## src/rtl/iter_alu.sv

```systemverilog
// Registered MIPS-style ALU with a start/busy/done handshake and an iterative shift-add MULTU.
// Define ITER_ALU_DIVU_EN to add a restoring unsigned divide (op 10) in its own DIV state.
module iter_alu #(
  parameter int N  = 8,
  parameter int CW = $clog2(N) + 1
) (
  input  logic         clock,
  input  logic         reset,
  input  logic         start,
  input  logic [3:0]   op,
  input  logic [N-1:0] inA,
  input  logic [N-1:0] inB,
  output logic [N-1:0] out,
  output logic         zero,
  output logic [N-1:0] hi,
  output logic [N-1:0] lo,
  output logic         busy,
  output logic         done
);

  localparam logic [3:0] OP_AND   = 4'd0;
  localparam logic [3:0] OP_OR    = 4'd1;
  localparam logic [3:0] OP_ADD   = 4'd2;
  localparam logic [3:0] OP_SUB   = 4'd6;
  localparam logic [3:0] OP_SLT   = 4'd7;
  localparam logic [3:0] OP_MULTU = 4'd8;
  localparam logic [3:0] OP_NOR   = 4'd12;
`ifdef ITER_ALU_DIVU_EN
  localparam logic [3:0] OP_DIVU  = 4'd10;
`endif
  localparam logic [CW-1:0] LAST_ITER = CW'(N - 1);

`ifdef ITER_ALU_DIVU_EN
  typedef enum logic [1:0] {S_IDLE = 2'd0, S_MUL = 2'd1, S_FIN = 2'd2, S_DIV = 2'd3} state_t;
`else
  typedef enum logic [1:0] {S_IDLE = 2'd0, S_MUL = 2'd1, S_FIN = 2'd2} state_t;
`endif

  state_t        state_q, state_d;
  logic [CW-1:0] cnt_q, cnt_d;
  logic [N-1:0]  out_q, out_d;
  logic [N-1:0]  hi_q, hi_d;
  logic [N-1:0]  lo_q, lo_d;
  logic          done_q, done_d;
  logic [N-1:0]  mcand_q, mcand_d;
  logic [N-1:0]  mplier_q, mplier_d;
  logic          last_iter;
  logic [N:0]    mul_sum;

  function automatic logic [N-1:0] alu_single(input logic [3:0] f,
                                              input logic [N-1:0] a,
                                              input logic [N-1:0] b);
    case (f)
      OP_AND:  alu_single = a & b;
      OP_OR:   alu_single = a | b;
      OP_ADD:  alu_single = a + b;
      OP_SUB:  alu_single = a - b;
      OP_SLT:  alu_single = {{(N-1){1'b0}}, (a < b)};
      OP_NOR:  alu_single = ~(a | b);
      default: alu_single = '0;
    endcase
  endfunction

  assign last_iter = (cnt_q == LAST_ITER);
  assign mul_sum   = {1'b0, hi_q} + (mplier_q[0] ? {1'b0, mcand_q} : {(N+1){1'b0}});

`ifdef ITER_ALU_DIVU_EN
  logic [N:0]   div_trial;
  logic         div_ge;
  logic [N-1:0] div_rem;
  // A zero divisor always compares >=, which yields quotient all ones and remainder = dividend.
  assign div_trial = {hi_q, lo_q[N-1]};
  assign div_ge    = (div_trial >= {1'b0, mcand_q});
  assign div_rem   = div_trial[N-1:0] - mcand_q;
`endif

  always_ff @(posedge clock or negedge reset) begin
    if (!reset) state_q <= S_IDLE;
    else        state_q <= state_d;
  end

  // FIN dispatches like IDLE so a start in the done cycle is never lost.
  always_comb begin
    state_d = state_q;
    case (state_q)
      S_IDLE, S_FIN: begin
        state_d = S_IDLE;
        if (start) begin
          if (op == OP_MULTU) state_d = S_MUL;
`ifdef ITER_ALU_DIVU_EN
          else if (op == OP_DIVU) state_d = S_DIV;
`endif
        end
      end
      S_MUL: if (last_iter) state_d = S_FIN;
`ifdef ITER_ALU_DIVU_EN
      S_DIV: if (last_iter) state_d = S_FIN;
`endif
      default: state_d = S_IDLE;
    endcase
  end

  always_comb begin
    busy = 1'b0;
    case (state_q)
      S_MUL: busy = 1'b1;
`ifdef ITER_ALU_DIVU_EN
      S_DIV: busy = 1'b1;
`endif
      default: busy = 1'b0;
    endcase
  end

  always_comb begin
    cnt_d    = cnt_q;
    out_d    = out_q;
    hi_d     = hi_q;
    lo_d     = lo_q;
    done_d   = 1'b0;
    mcand_d  = mcand_q;
    mplier_d = mplier_q;
    case (state_q)
      S_IDLE, S_FIN: begin
        if (start) begin
          cnt_d = '0;
          if (op == OP_MULTU) begin
            mcand_d  = inA;
            mplier_d = inB;
            hi_d     = '0;
            lo_d     = '0;
          end
`ifdef ITER_ALU_DIVU_EN
          else if (op == OP_DIVU) begin
            mcand_d = inB;
            hi_d    = '0;
            lo_d    = inA;
          end
`endif
          else begin
            out_d  = alu_single(op, inA, inB);
            done_d = 1'b1;
          end
        end
      end
      S_MUL: begin
        hi_d     = mul_sum[N:1];
        lo_d     = {mul_sum[0], lo_q[N-1:1]};
        mplier_d = mplier_q >> 1;
        cnt_d    = cnt_q + CW'(1);
        if (last_iter) begin
          out_d  = lo_d;
          done_d = 1'b1;
        end
      end
`ifdef ITER_ALU_DIVU_EN
      S_DIV: begin
        hi_d  = div_ge ? div_rem : div_trial[N-1:0];
        lo_d  = {lo_q[N-2:0], div_ge};
        cnt_d = cnt_q + CW'(1);
        if (last_iter) begin
          out_d  = lo_d;
          done_d = 1'b1;
        end
      end
`endif
      default: ;
    endcase
  end

  always_ff @(posedge clock or negedge reset) begin
    if (!reset) begin
      cnt_q  <= '0;
      out_q  <= '0;
      hi_q   <= '0;
      lo_q   <= '0;
      done_q <= 1'b0;
    end else begin
      cnt_q  <= cnt_d;
      out_q  <= out_d;
      hi_q   <= hi_d;
      lo_q   <= lo_d;
      done_q <= done_d;
    end
  end

  // Operand latches are data only; they are always loaded before use.
  always_ff @(posedge clock) begin
    mcand_q  <= mcand_d;
    mplier_q <= mplier_d;
  end

  assign out  = out_q;
  assign hi   = hi_q;
  assign lo   = lo_q;
  assign done = done_q;
  assign zero = (out_q == '0);

endmodule

```

## config.mk

```make
export PLATFORM = sky130hd
export DESIGN_NAME = iter_alu
export DESIGN_NICKNAME = d
export VERILOG_FILES = /design/src/rtl/iter_alu.sv
export SDC_FILE = /design/constraint.sdc
export NUM_CORES = 1
export LEC_CHECK = 0
export CAP_MARGIN = 30
export CORE_ASPECT_RATIO = 1.1
export CORE_MARGIN = 5
export CORE_UTILIZATION = 35
export CTS_CLUSTER_SIZE = 12
export DETAILED_ROUTE_END_ITERATION = 16
export GPL_TIMING_DRIVEN = 0
export HOLD_SLACK_MARGIN = 0.02
export PLACE_DENSITY = 0.57
export SLEW_MARGIN = 20
export SYNTH_ARGS = -nofsm -noshare
export SYNTH_HDL_FRONTEND = slang
export SYNTH_SLANG_ARGS = --single-unit
```

## constraint.sdc

```tcl
create_clock -name clock -period 3.1 [get_ports clock]
set_clock_uncertainty 0.05 [all_clocks]
set_input_delay 0.62 -clock clock [delete_from_list [all_inputs] [get_ports clock]]
set_output_delay 0.62 -clock clock [all_outputs]
set_load 0.05 [all_outputs]
```

---- After elaboration in Yosys (flattened, before gate mapping) ----
Index checks and enable logic that the tools add are counted.
word-level totals
  register bits ........................... 47
  output and inout bits ................... 27
cells by class
  $add $sub $neg .......................... 4
  order comparisons ....................... 1
  equality and inequality tests ........... 13
  mux-type cells .......................... 24
  bitwise operators ....................... 3
  reduce and logical (&&, ||, !) cells .... 9
operators with widths
  operator                                              count
  2-to-1 mux 8 bit                                      8
  case mux 8 bit (2 select lines)                       4
  case mux 8 bit (6 select lines)                       1
  equality test 4 x 3 -> 1 bit (second input constant)  3
  adder 8 x 8 -> 9 bit                                  1
  adder 8 bit                                           1
  AND 8 bit                                             1
  equality test 4 bit (second input constant)           2
  zero test 8 bit                                       1
  < comparator 8 bit                                    1
  != test 2 bit (second input constant)                 4
  inverter 8 bit                                        1
  bitwise OR 8 bit                                      1
  case mux 4 bit (2 select lines)                       1
  subtractor 8 bit                                      1
  2-to-1 mux 1 bit                                      6
  AND reduction 3 bit                                   2
  adder 4 x 1 -> 4 bit (second input constant)          1
  equality test 4 x 1 -> 1 bit (second input constant)  1
  equality test 4 x 2 -> 1 bit (second input constant)  1
  zero test 4 bit                                       1
  2-to-1 mux 4 bit                                      1
  case mux 2 bit (2 select lines)                       1
  AND reduction 4 bit                                   1
  other kinds (8)                                       8

---- Longest topological paths before layout ----
Gate-level depths: netlist of run 1.
  depth in word-level cells ............... 6
  depth in mapped cells ................... 10

---- Least setup slack after synthesis of run 1 ----
No wires, ideal clock.
  path type ............................... register to output
  from .................................... register out_q[5], in the netlist out[5]
  to ...................................... output port zero
  arrival ................................. 1.793 ns
  path slack .............................. 0.637 ns
  stages on the path, launching flop included .. 3
  path buffers ............................ 0
  path through ............................ dfrtp_1 > or4_1 > nor2_1
on the way
  cells in the longest elaborated chain, start to end .. 1
RTL lines
  item                    line  source
  from (decl)             41    logic [N-1:0] out_q, out_d;
  from (signal assigned)  179   out_q <= out_d;
  zero test 8 bit         196   assign zero = (out_q == '0);
  to (decl)               14    output logic zero,
Every way passes these cells.

---- Worst setup path in the final report of run 1 ----
  from .................................... input port inA[1]
  to ...................................... register out_q[7], in the netlist out[7]
on the way
  cells in the longest elaborated chain, start to end .. 5
  elaborated cells between the ends (all ways) .. 6
  those cells by class .................... add/sub: 2; mux: 4
RTL lines
  item                                                    line    source
  from (decl)                                             11      input logic [N-1:0] inA,
  subtractor 8 bit / adder 8 bit (equally long branches)  57, 56
  case mux 8 bit (6 select lines) *                       53      case (f)
  2-to-1 mux 8 bit *                                      126     if (op == OP_MULTU) begin
  2-to-1 mux 8 bit *                                      124     if (start) begin
  case mux 8 bit (2 select lines) *                       122     case (state_q)
Mark *: on every way between the ends. The rest lies on a longest branch, timed or not. The select of a mux whose other input is x is not followed.
A chain may end at the register's enable or synchronous reset.

==> reports/results.md, run 1 <==
| Stage | Result | This run |
| --- | --- | --- |
| outcome | Status | finished, final reports clean |
| yosys | Number of register bits inferred by synthesis | 47 |
| setup path | CP required | 3.23 ns |
| power | Part of the total power dissipated in combinational logic | 0.550 |
| timing | Final count of negative-setup-slack endpoints | 0 |
| yosys | Multiplexer share of the synthesized area | 0.00881 |
| placed design | Area after DPL | 4050 um2 |
| timing | Crit path time final | 2.87 ns |
| timing | RSZ-0062 raised after global routing | no |
| power | Relative contribution of sequential cells to total power | 0.301 |
| grt | Global-route layer with the greatest usage | met2 |
| clock tree | # hold bufs at CTS | 0 |
| drt | Initial DRT Pass Iterations | 4 |
| power | Cell area power density | 860 nW/um2 |
| grt | Residual overflow from global routing | 0 |
| yosys | Most area-hungry cell type in the Yosys netlist | sky130_fd_sc_hd__dfrtp_1 |
| grt | Maximum number of pins on one net before global-route repair | 18 |
| power | P_int | 1.91 mW |
| timing | Period Utilization, post-route | 0.925 |
| yosys | Top cell type's share of synthesized area | 0.228 |
| timing | Number of max-slew violations in the final report | 0 |
| setup path | Cells on worst reg2reg path | 10 |
| yosys | Synth area leaders | sky130_fd_sc_hd__dfrtp_1, sky130_fd_sc_hd__edfxtp_1, sky130_fd_sc_hd__ha_1 |
| run | Max-cap violations | 0 |
| grt | Met2 routing resource usage after global routing | 0.292 |
| floorplan | Overall die area | 11800 um2 |
| placed design | Placer's final routability congestion estimate | 0.913 |
| grt | GR met3 Demand/Resource | 0.0255 |
| power | Proportion of power drawn by the clock network | 0.150 |
| yosys | Mapped cell area | 3410 um2 |
| power | IR drop worst, VDD | 276 uV |
| clock tree | CTS Root Buffer Type | sky130_fd_sc_hd__clkbuf_8 |
| clock tree | Clock H-tree levels | 2 |
| yosys | Fraction of synthesis flops using an asynchronous set or reset pin | 0.660 |
| clock tree | TritonCTS clock tree | yes |
| clock tree | Count of buffers added by post-CTS timing repair for setup | 0 |
| power | Reported leakage power | 1.81 nW |
| yosys | Simple-gate portion of the synthesized area | 0.180 |
| setup path | Worst Path Class, Setup | in2reg |
| timing | Maximum operating frequency | 349 MHz |
| placed design | Number of placed instances with taps included | 540 |
| setup path | Worst flop-to-flop path endpoint | hi[7]$_DFFE_PN0P_ |
| layout | Final core utilization | 0.442 |
| setup path | Worst reg2reg startpoint | mplier_q[0]$_DFFE_PP_ |
| yosys | Average footprint of a synthesized cell | 9.09 um2 |
| yosys | Cell count after synthesis | 375 |
| yosys | Unique masters post-synth | 62 |
| drt | Residual DRC | 0 |
| layout | Final design area excluding fillers | 4180 um2 |
| yosys | Sequential element share of the synthesized area | 0.369 |
| clock tree | Sinks on Clock Net | 47 |
| setup path | Type of destination of the critical path | flop |
| drt | Average via count per standard cell | 5.29 |
| drt | Avg WL per Cell | 16.8 um |
| layout | Number of non-filler instances in the completed layout | 548 |
| yosys | Area share of fa/ha/maj cells after synthesis | 0.146 |
| layout | Ant. Diodes | 0 |
| setup path | Top fanout value on the critical path | 6 |
| grt | Global-route wire length before repair | 15300 um |
| drt | DRT antenna net count | 0 |
| drt | Via count of the routed design | 2898 |
| placed design | HPWL after DPL | 7500 um |
| grt | Antenna violations before repair | 0 |
| clock tree | Max Buffers Root-to-Sink | 2 |
| yosys | XOR/XNOR Fraction of Synth Area | 0.0231 |
| min path | Classification of the worst-slack hold path | in2async |
| timing | Accumulated negative setup slack | 0 ns |
| power | Switch Pwr | 1.68 mW |
| floorplan | Die span in x | 104 um |
| clock tree | Skew-Pair Late Insertion Delay | 0.30 ns |
| clock tree | Clk slew on worst S/H paths | 0.09 ns |
| timing | Transition time of the tightest slew-check pin | 0.545 ns |
| floorplan | Initial Utilization | 0.361 |
| grt | Global-route met1 utilization | 0.196 |
| yosys | Combinational family with the most area after synthesis | compound AO/OA/AOI/OAI gates |
| floorplan | Top-level port count | 50 |
| drt | Detailed Route WL | 9220 um |
| floorplan | Site row count | 37 |
| floorplan | Placeable core region | 9440 um2 |
| yosys | Post-synthesis compound-gate area fraction | 0.216 |
| grt | GRT Resource Usage Total | 0.160 |
| setup path | CP Data Arrival Time | 3.00 ns |
| layout | Fraction of layout cells with a size suffix above 1 | 0.0812 |
| layout | Final #Nets | 491 |
| timing | Final hold violation count | 0 |
| setup path | Reg-to-reg slack, setup | 0.71 ns |
| setup path | Type of element launching the critical path | input pin |
| power | Switching Fraction | 0.468 |
| grt | Number of global-route vias before repair | 2995 |
| yosys | Leading register cell type out of synthesis | sky130_fd_sc_hd__dfrtp_1 |
| floorplan | Vert. Die Dim | 113 um |
| clock tree | Number of buffers added by the clock tree synthesis step | 5 |
| placed design | Port Buffers | 47 |
| layout | Synth-to-layout area growth | 22.5% |
| drt | First-iteration detailed-routing DRC count | 167 |
| yosys | Warnings from Yosys | 0 |
| timing | Headroom to the max-slew limit | 0.637 |
| yosys | Count of flip-flops with a built-in enable after synthesis | 16 |
| yosys | Synthesized Nets | 436 |
[cell families (layout without fill, tap and decap cells)]
logic type      after synthesis  in the layout
mux                           3              3
simple gates                120            120
buf+inv                      47            103
fa+ha+maj                    38             38
flops                        47             47
compound gates              111            111
xor+xnor                      9              9
[worst max path at each step]
stage | from | end | slack, ns | depth (start not counted)
floorplan | out[5]$_DFFE_PN0P_ | zero | 0.64 | 2
global placement | inA[0] | out[0]$_DFFE_PN0P_ | -0.29 | 11
detailed placement | inA[0] | out[0]$_DFFE_PN0P_ | -0.29 | 11
CTS | inA[0] | out[0]$_DFFE_PN0P_ | 0.02 | 11
global route | inA[0] | out[0]$_DFFE_PN0P_ | 0.1 | 11
finish | inA[1] | out[7]$_DFFE_PN0P_ | 0.23 | 8
[flip-flops by register name (all words and copies together) (netlist names)]
name      flops
mcand_q       8
hi            8
lo            8
state_q       2
mplier_q      8
done          1
out           8
cnt_q         4
[Yosys cell counts, drive strengths merged (2+ instances only)]
library cell   n
a2111oi        4
a211oi         5
a21o           6
a21oi         18
a221oi         3
a22o           3
a22oi          8
a31oi          3
and2          10
and3           4
buf           10
clkbuf         4
dfrtp         31
edfxtp        16
fa             3
ha            35
inv           33
mux2i          3
nand2         47
nand2b         5
nand3          5
nand3b         2
nor2          23
nor2b          3
nor3          12
nor4b          2
o21a           2
o21ai         37
o22ai         10
o311ai         2
or4            2
xnor2          3
xor2           6
[critical path, cell delays in order]
cell and delay, ns:
sky130_fd_sc_hd__clkdlybuf4s50_1 0.67, sky130_fd_sc_hd__inv_1 0.08, sky130_fd_sc_hd__ha_1 0.33, sky130_fd_sc_hd__o21ai_0 0.32
sky130_fd_sc_hd__a2111oi_1 0.16, sky130_fd_sc_hd__a2111oi_2 0.49, sky130_fd_sc_hd__mux2i_1 0.23, sky130_fd_sc_hd__a31oi_1 0.10
[per-layer routing]
layer / wire length [um] / part of all wire
met5: 0 / 0
met4: 132 / 0.014
met3: 323 / 0.035
met2: 4700 / 0.51
met1: 4060 / 0.44
[placed cells by master, fill, tap and decap left out, types with 2 or more instances in the layout]
cell | synthesis | routed
sky130_fd_sc_hd__o22ai_1 | 9 | 9
sky130_fd_sc_hd__mux2i_1 | 3 | 3
sky130_fd_sc_hd__clkdlybuf4s50_1 | 0 | 45
sky130_fd_sc_hd__a21o_1 | 5 | 5
sky130_fd_sc_hd__o21ai_0 | 36 | 36
sky130_fd_sc_hd__ha_1 | 35 | 35
sky130_fd_sc_hd__inv_2 | 2 | 2
sky130_fd_sc_hd__buf_4 | 2 | 2
sky130_fd_sc_hd__nor2_1 | 21 | 21
sky130_fd_sc_hd__and3_1 | 3 | 3
sky130_fd_sc_hd__nand2b_1 | 4 | 4
sky130_fd_sc_hd__edfxtp_1 | 16 | 16
sky130_fd_sc_hd__bufinv_16 | 0 | 2
sky130_fd_sc_hd__nand3_1 | 5 | 5
sky130_fd_sc_hd__dfrtp_1 | 31 | 31
sky130_fd_sc_hd__nor2b_1 | 3 | 3
sky130_fd_sc_hd__nand2_1 | 47 | 47
sky130_fd_sc_hd__a22o_1 | 3 | 3
sky130_fd_sc_hd__nor3_1 | 11 | 11
sky130_fd_sc_hd__or4_1 | 2 | 2
sky130_fd_sc_hd__clkbuf_8 | 0 | 5
sky130_fd_sc_hd__xor2_1 | 6 | 6
sky130_fd_sc_hd__a221oi_1 | 3 | 3
sky130_fd_sc_hd__o21a_1 | 2 | 2
sky130_fd_sc_hd__buf_2 | 8 | 9
sky130_fd_sc_hd__and2_1 | 10 | 10
sky130_fd_sc_hd__a31oi_1 | 3 | 3
sky130_fd_sc_hd__nand3b_1 | 2 | 2
sky130_fd_sc_hd__fa_1 | 3 | 3
sky130_fd_sc_hd__inv_1 | 31 | 31
sky130_fd_sc_hd__a22oi_1 | 8 | 8
sky130_fd_sc_hd__a21oi_1 | 18 | 18
sky130_fd_sc_hd__a211oi_1 | 5 | 5
sky130_fd_sc_hd__clkbuf_1 | 4 | 5
sky130_fd_sc_hd__xnor2_1 | 3 | 3
[power groups by stage]
stage	Sequential [mW]	Clock (mW)	Combinational, mW
final	1.08	0.537	1.97
after global routing	1.11	0.575	2.16
after CTS	1.08	0.548	1.99
after detailed placement	1.10	0	2.00
after global placement	1.09	0	1.96
after floorplan	1.54	0	0.868
[cell type report]
class / instances / area, um2
Fill cell: 976 / 5270
Multi-Input combinational cell: 281 / 1960
Sequential cell: 47 / 1260
Timing Repair Buffer: 48 / 488
Tap cell: 117 / 146
Inverter: 33 / 124
Clock buffer: 6 / 72.6
Buffer: 14 / 70.1
Clock inverter: 2 / 60.1
[stage by stage]
stage / worst slack [ns] / hold slack, ns / total power, mW
final: 0.233 / 0.202 / 3.59
after global placement: -0.291 / 0.432 / 3.05
after floorplan: 0.637 / 0.274 / 2.41
after detailed placement: -0.294 / 0.429 / 3.09
after CTS: 0.0157 / 0.205 / 3.63
after global routing: 0.0961 / 0.215 / 3.84
[timing repair]
action / CTS / global route
gates resized for setup: 1 / 3
hold endpoints to repair: 0 / 0
endpoints found under the setup margin: 1 / 2
(Power assumes the default switching activity.)
==> inputs of run 2 (changes only) <==
Settings changed: CORE_MARGIN 5 to 3, TNS_END_PERCENT set to 50.
==> run 2 against run 1 <==
Net effect:
- sequential share of layout area grew 0.063 points
- combinational power about the same
- design area shrank 0.21%
- sequential cell count is the same
- maximum frequency is 0.71% higher
- non-clock buffer count unchanged
- register-to-register slack hardly changed
- die area decreased by 7.2%
==> reports/results.md, run 2 (synthesis gave the netlist of run 1 again) <==
| Stage | Result | This run |
| --- | --- | --- |
| timing | Period Utilization, post-route | 0.918 |
| clock tree | CTS Root Buffer Type | sky130_fd_sc_hd__clkbuf_8 |
| drt | Average via count per standard cell | 5.31 |
| floorplan | Initial Utilization | 0.361 |
| timing | Accumulated negative setup slack | 0 ns |
| floorplan | Die span in x | 100 um |
| min path | Classification of the worst-slack hold path | in2async |
| setup path | Timing startpoint of the critical path | out[1]$_DFFE_PN0P_ |
| drt | Residual DRC | 0 |
| setup path | CP Data Arrival Time | 2.18 ns |
| layout | Fill cells | 970 |
| clock tree | Post_cts resized | 1 |
| layout | Final design area excluding fillers | 4170 um2 |
| drt | Initial DRT Pass Iterations | 4 |
| outcome | Status | finished, final reports clean |
| drt | Detailed Route WL | 8990 um |
| setup path | Sequence of cells on the critical path | or4_1 > nor2_1 > clkdlybuf4s50_1 |
| layout | Leading cell types in the layout, fill and taps excluded | sky130_fd_sc_hd__nand2_1, sky130_fd_sc_hd__clkdlybuf4s50_1, sky130_fd_sc_hd__o21ai_0 |
| power | IR drop worst, VDD | 302 uV |
| power | Post-layout total power | 3.54 mW |
| clock tree | Count of buffers added by post-CTS timing repair for setup | 0 |
| layout | Ant. Diodes | 0 |
| timing | Worst Hold Margin | 0.0517 ns |
| placed design | Port Buffers | 47 |
| grt | Antenna violations before repair | 0 |
| drt | DRT antenna net count | 0 |
| setup path | Largest stage delay on the critical path | 0.80 ns |
| clock tree | Skew-Pair Late Insertion Delay | 0.30 ns |
| timing | Final count of negative-setup-slack endpoints | 0 |
| setup path | Type of element launching the critical path | flop |
| setup path | Worst reg2reg startpoint | mplier_q[0]$_DFFE_PP_ |
| clock tree | Clock H-tree levels | 2 |
| timing | Final hold violation count | 0 |
| floorplan | Vert. Die Dim | 109 um |
| layout | Final #Nets | 491 |
| clock tree | Clk slew on worst S/H paths | 0.09 ns |
| setup path | Type of destination of the critical path | output pin |
| timing | Number of max-slew violations in the final report | 0 |
| setup path | Cell with the largest stage delay on the worst path | sky130_fd_sc_hd__clkdlybuf4s50_1 |
| grt | Maximum number of pins on one net before global-route repair | 31 |
| timing | Maximum operating frequency | 351 MHz |
| drt | Avg WL per Cell | 16.4 um |
| drt | Via count of the routed design | 2910 |
| setup path | Worst Path Class, Setup | reg2out |
| power | Cell area power density | 850 nW/um2 |
| floorplan | Top-level port count | 50 |
| timing | Headroom to the max-slew limit | 0.642 |
| setup path | Sum of buffers and inverters on the critical path | 1 |
| run | Max-cap violations | 0 |
| timing | RSZ-0062 raised after global routing | no |
| grt | GRT Resource Usage Total | 0.170 |
| floorplan | Site row count | 37 |
| placed design | HPWL after DPL | 7250 um |
| power | Reported leakage power | 1.80 nW |
| drt | First-iteration detailed-routing DRC count | 203 |
| clock tree | TritonCTS clock tree | yes |
| grt | Number of global-route vias before repair | 2788 |
| setup path | Top fanout value on the critical path | 3 |
| clock tree | Sinks on Clock Net | 47 |
| timing | Crit path time final | 2.85 ns |
| layout | Area used by multi-input combinational logic | 1960 um2 |
| placed design | Placer's final routability congestion estimate | 0.887 |
| grt | Global-route wire length before repair | 14600 um |
| placed design | Area after DPL | 4040 um2 |
| clock tree | Max Buffers Root-to-Sink | 2 |
| setup path | CP required | 2.43 ns |
| clock tree | # hold bufs at CTS | 0 |
| timing | Transition time of the tightest slew-check pin | 0.537 ns |
| layout | Fraction of layout cells with a size suffix above 1 | 0.0835 |
| floorplan | Overall die area | 11000 um2 |
| layout | Synth-to-layout area growth | 22.2% |
| setup path | Top cell family by delay on the critical path | buffers and inverters |
| clock tree | Number of buffers added by the clock tree synthesis step | 5 |
| grt | Residual overflow from global routing | 0 |
| floorplan | Placeable core region | 9440 um2 |
| layout | Commonest non-fill, non-tap cell in the layout | sky130_fd_sc_hd__nand2_1 |
| layout | Sequential standard cell area | 1260 um2 |
-- run 2: cell types whose count changed in the layout (fill, tap and decap cells not counted), sizes merged --
cell / previous run / this run
bufinv: 2 / 1
clkinvlp: 0 / 1
-- run 2: worst register-to-register path, cell delays in order, from the launching register on --
cell and delay (ns):
sky130_fd_sc_hd__edfxtp_1 0.48, sky130_fd_sc_hd__and2_1 0.17, sky130_fd_sc_hd__ha_1 0.15, sky130_fd_sc_hd__inv_1 0.06, sky130_fd_sc_hd__fa_1 0.40, sky130_fd_sc_hd__nor2b_1 0.13
sky130_fd_sc_hd__o21ai_0 0.11, sky130_fd_sc_hd__a21boi_0 0.36, sky130_fd_sc_hd__nor3_1 0.10, sky130_fd_sc_hd__o21bai_1 0.18, sky130_fd_sc_hd__a31o_2 0.17
-- run 2: stage by stage --
step                       util  cells  worst slack, ns
after detailed placement  0.428    540           -0.250
after CTS                 0.442    548           0.0612
after floorplan               -    375            0.637
after global placement    0.426    539           -0.249
final                     0.441    548            0.254
after global routing      0.441    548            0.124
-- run 2: metal layers --
| layer | global-route usage | routed length (um) | share of wire |
|---|---|---|---|
| met5 | 0 | 0 | 0 |
| met2 | 0.304 | 4450 | 0.50 |
| met3 | 0.0171 | 400 | 0.044 |
| met4 | 0.0443 | 111 | 0.012 |
| met1 | 0.220 | 4030 | 0.45 |
-- run 2: final timing paths --
path / to / slack, ns / cells past startpoint
worst min-delay path: cnt_q[0]$_DFFE_PN0P_ / 0.05 / 1
max in group asynchronous: out[5]$_DFFE_PN0P_ / 2.60 / 2
min in group clock: cnt_q[3]$_DFFE_PN0P_ / 0.44 / 1
worst max-delay path: zero / 0.25 / 3
worst min register to register: cnt_q[3]$_DFFE_PN0P_ / 0.44 / 1
worst max register to register: hi[7]$_DFFE_PN0P_ / 0.70 / 10
-- run 2: cell type report --
type / count / area share
buffer: 14 / 0.0168
clock buffer: 6 / 0.0225
clock inverter: 2 / 0.00901
inverter: 33 / 0.0297
multi-input combinational: 281 / 0.470
sequential: 47 / 0.302
tap: 117 / 0.0351
timing repair buffer: 48 / 0.115
-- run 2: power breakdown --
group | leakage (nW) | switching (mW) | total [mW] | internal, mW
combinational | 1.19 | 1.28 | 1.96 | 0.679
clock | 0.0626 | 0.218 | 0.508 | 0.289
sequential | 0.548 | 0.175 | 1.08 | 0.904
total | 1.80 | 1.67 | 3.54 | 1.87
==> inputs of run 3 (changes only) <==
Settings changed: SKIP_LAST_GASP set to 1.
==> run 3 against run 2 <==
Net effect:
- core utilization stayed put
- design area is the same
- cell count stayed put
- setup slack worse by 0.14 ns
- die area unchanged
- worst hold slack improved by 0.00068 ns
- critical path depth increased by 6
- register-to-register slack hardly changed
- global-route usage unchanged
- sequential share of layout area unchanged
- non-clock buffer count is the same
- critical endpoint is now out[0]$_DFFE_PN0P_
- largest power group unchanged
==> reports/results.md, run 3 (synthesis gave the netlist of run 1 again) <==
| Stage | Result | This run |
| --- | --- | --- |
| setup path | Sequence of cells on the critical path | clkdlybuf4s50_1 > inv_1 > ha_1 > nand2b_4 > a211o_1 > a21oi_1 > nor2_1 > o311ai_0 > a22oi_1 |
| floorplan | Initial Utilization | 0.361 |
| clock tree | Number of buffers added by the clock tree synthesis step | 5 |
| layout | Commonest non-fill, non-tap cell in the layout | sky130_fd_sc_hd__nand2_1 |
| layout | Final #Nets | 491 |
| setup path | Type of destination of the critical path | flop |
| setup path | Type of element launching the critical path | input pin |
| power | Cell area power density | 850 nW/um2 |
| timing | Final count of negative-setup-slack endpoints | 0 |
| outcome | Status | finished, final reports clean |
| floorplan | Site row count | 37 |
| drt | DRT antenna net count | 0 |
| setup path | Top cell family by delay on the critical path | compound AO/OA/AOI/OAI gates |
| placed design | Number of placed instances with taps included | 540 |
| clock tree | CTS Root Buffer Type | sky130_fd_sc_hd__clkbuf_8 |
| layout | Synth-to-layout area growth | 22.2% |
| layout | Ant. Diodes | 0 |
| layout | Number of non-filler instances in the completed layout | 548 |
| drt | Via count of the routed design | 2901 |
| layout | Fill cells | 970 |
| power | Reported leakage power | 1.80 nW |
| timing | Worst Hold Margin | 0.0524 ns |
| setup path | Top fanout value on the critical path | 7 |
| clock tree | # hold bufs at CTS | 0 |
| timing | Final hold violation count | 0 |
| setup path | Worst Path Class, Setup | in2reg |
| clock tree | Count of buffers added by post-CTS timing repair for setup | 0 |
| timing | Maximum operating frequency | 335 MHz |
| setup path | CP Data Arrival Time | 3.09 ns |
| setup path | Sum of buffers and inverters on the critical path | 2 |
| grt | GRT Resource Usage Total | 0.170 |
| timing | Number of max-slew violations in the final report | 0 |
| grt | Global-route wire length before repair | 14600 um |
| layout | Leading cell types in the layout, fill and taps excluded | sky130_fd_sc_hd__nand2_1, sky130_fd_sc_hd__clkdlybuf4s50_1, sky130_fd_sc_hd__o21ai_0 |
| placed design | Worst setup slack after placement | -0.250 ns |
| layout | Final design area excluding fillers | 4170 um2 |
| min path | Classification of the worst-slack hold path | in2async |
| floorplan | Vert. Die Dim | 109 um |
| floorplan | Die span in x | 100 um |
| grt | Maximum number of pins on one net before global-route repair | 31 |
| setup path | Largest stage delay on the critical path | 0.60 ns |
| clock tree | Max Buffers Root-to-Sink | 2 |
| timing | Crit path time final | 2.99 ns |
| grt | Antenna violations before repair | 0 |
| setup path | CP required | 3.20 ns |
| clock tree | Clk slew on worst S/H paths | 0.09 ns |
| placed design | HPWL after DPL | 7250 um |
| timing | Period Utilization, post-route | 0.964 |
| layout | Fraction of layout cells with a size suffix above 1 | 0.0835 |
| placed design | Port Buffers | 47 |
| placed design | Area after DPL | 4040 um2 |
| timing | RSZ-0062 raised after global routing | yes |
| clock tree | Clock H-tree levels | 2 |
| layout | Final core utilization | 0.441 |
| timing | Headroom to the max-slew limit | 0.631 |
| power | IR drop worst, VDD | 301 uV |
| placed design | Placer's final routability congestion estimate | 0.887 |
| clock tree | Sinks on Clock Net | 47 |
| grt | Number of global-route vias before repair | 2788 |
| clock tree | Skew-Pair Late Insertion Delay | 0.30 ns |
| timing | Worst path setup slack after routing | 0.111 ns |
| run | Max-cap violations | 0 |
| setup path | Cell with the largest stage delay on the worst path | sky130_fd_sc_hd__clkdlybuf4s50_1 |
| drt | First-iteration detailed-routing DRC count | 193 |
| floorplan | Placeable core region | 9440 um2 |
| timing | Transition time of the tightest slew-check pin | 0.547 ns |
| drt | Initial DRT Pass Iterations | 4 |
| drt | Residual DRC | 0 |
| timing | Accumulated negative setup slack | 0 ns |
| clock tree | TritonCTS clock tree | yes |
| drt | Avg WL per Cell | 16.4 um |
| floorplan | Top-level port count | 50 |
| power | Post-layout total power | 3.54 mW |
| drt | Average via count per standard cell | 5.29 |
| grt | Residual overflow from global routing | 0 |
| floorplan | Overall die area | 11000 um2 |
| drt | Detailed Route WL | 8990 um |
==> run 3: cell counts in the layout (fill, tap and decap cells not counted) <==
No cell type changed its count.
==> run 3: metal layers <==
| metal | track usage | vias up | part of all wire |
|---|---|---|---|
| met5 | 0 | - | 0 |
| met4 | 0.0443 | 0 | 0.012 |
| met3 | 0.0171 | 4 | 0.047 |
| met2 | 0.304 | 68 | 0.50 |
| met1 | 0.220 | 1384 | 0.44 |
| li1 | - | 1445 | - |
==> run 3: area by class of cell <==
class / count / area [um2] / share of cell area
clock inverters: 2 / 37.5 / 0.00901
clock buffers: 6 / 93.8 / 0.0225
inverters: 33 / 124 / 0.0297
repair buffers: 48 / 480 / 0.115
flip-flops and latches: 47 / 1260 / 0.302
plain buffers: 14 / 70.1 / 0.0168
well taps: 117 / 146 / 0.0351
multi-input cells: 281 / 1960 / 0.470
==> run 3: worst paths after layout <==
check,startpoint,endpoint,slack (ns),cells after the start
max in group asynchronous,reset,out[5]$_DFFE_PN0P_,2.60,2
min in group clock,cnt_q[3]$_DFFE_PN0P_,cnt_q[3]$_DFFE_PN0P_,0.44,1
max reg2reg,mplier_q[0]$_DFFE_PP_,hi[7]$_DFFE_PN0P_,0.70,10
max,inA[2],out[0]$_DFFE_PN0P_,0.11,9
min reg2reg,cnt_q[3]$_DFFE_PN0P_,cnt_q[3]$_DFFE_PN0P_,0.44,1
min,reset,cnt_q[0]$_DFFE_PN0P_,0.05,1
==> run 3: report_power, final <==
part	switching (mW)	internal (mW)
sequential	0.174	0.905
combinational	1.28	0.679
clock	0.218	0.289
total	1.67	1.87
==> run 3: what timing repair did <==
| action | 4_1_cts | 5_1_grt |
|---|---|---|
| gates resized for setup | 1 | 2 |
| endpoints found under the setup margin | 1 | 2 |
| cloned | 0 | 0 |
| pin swaps | 0 | 0 |
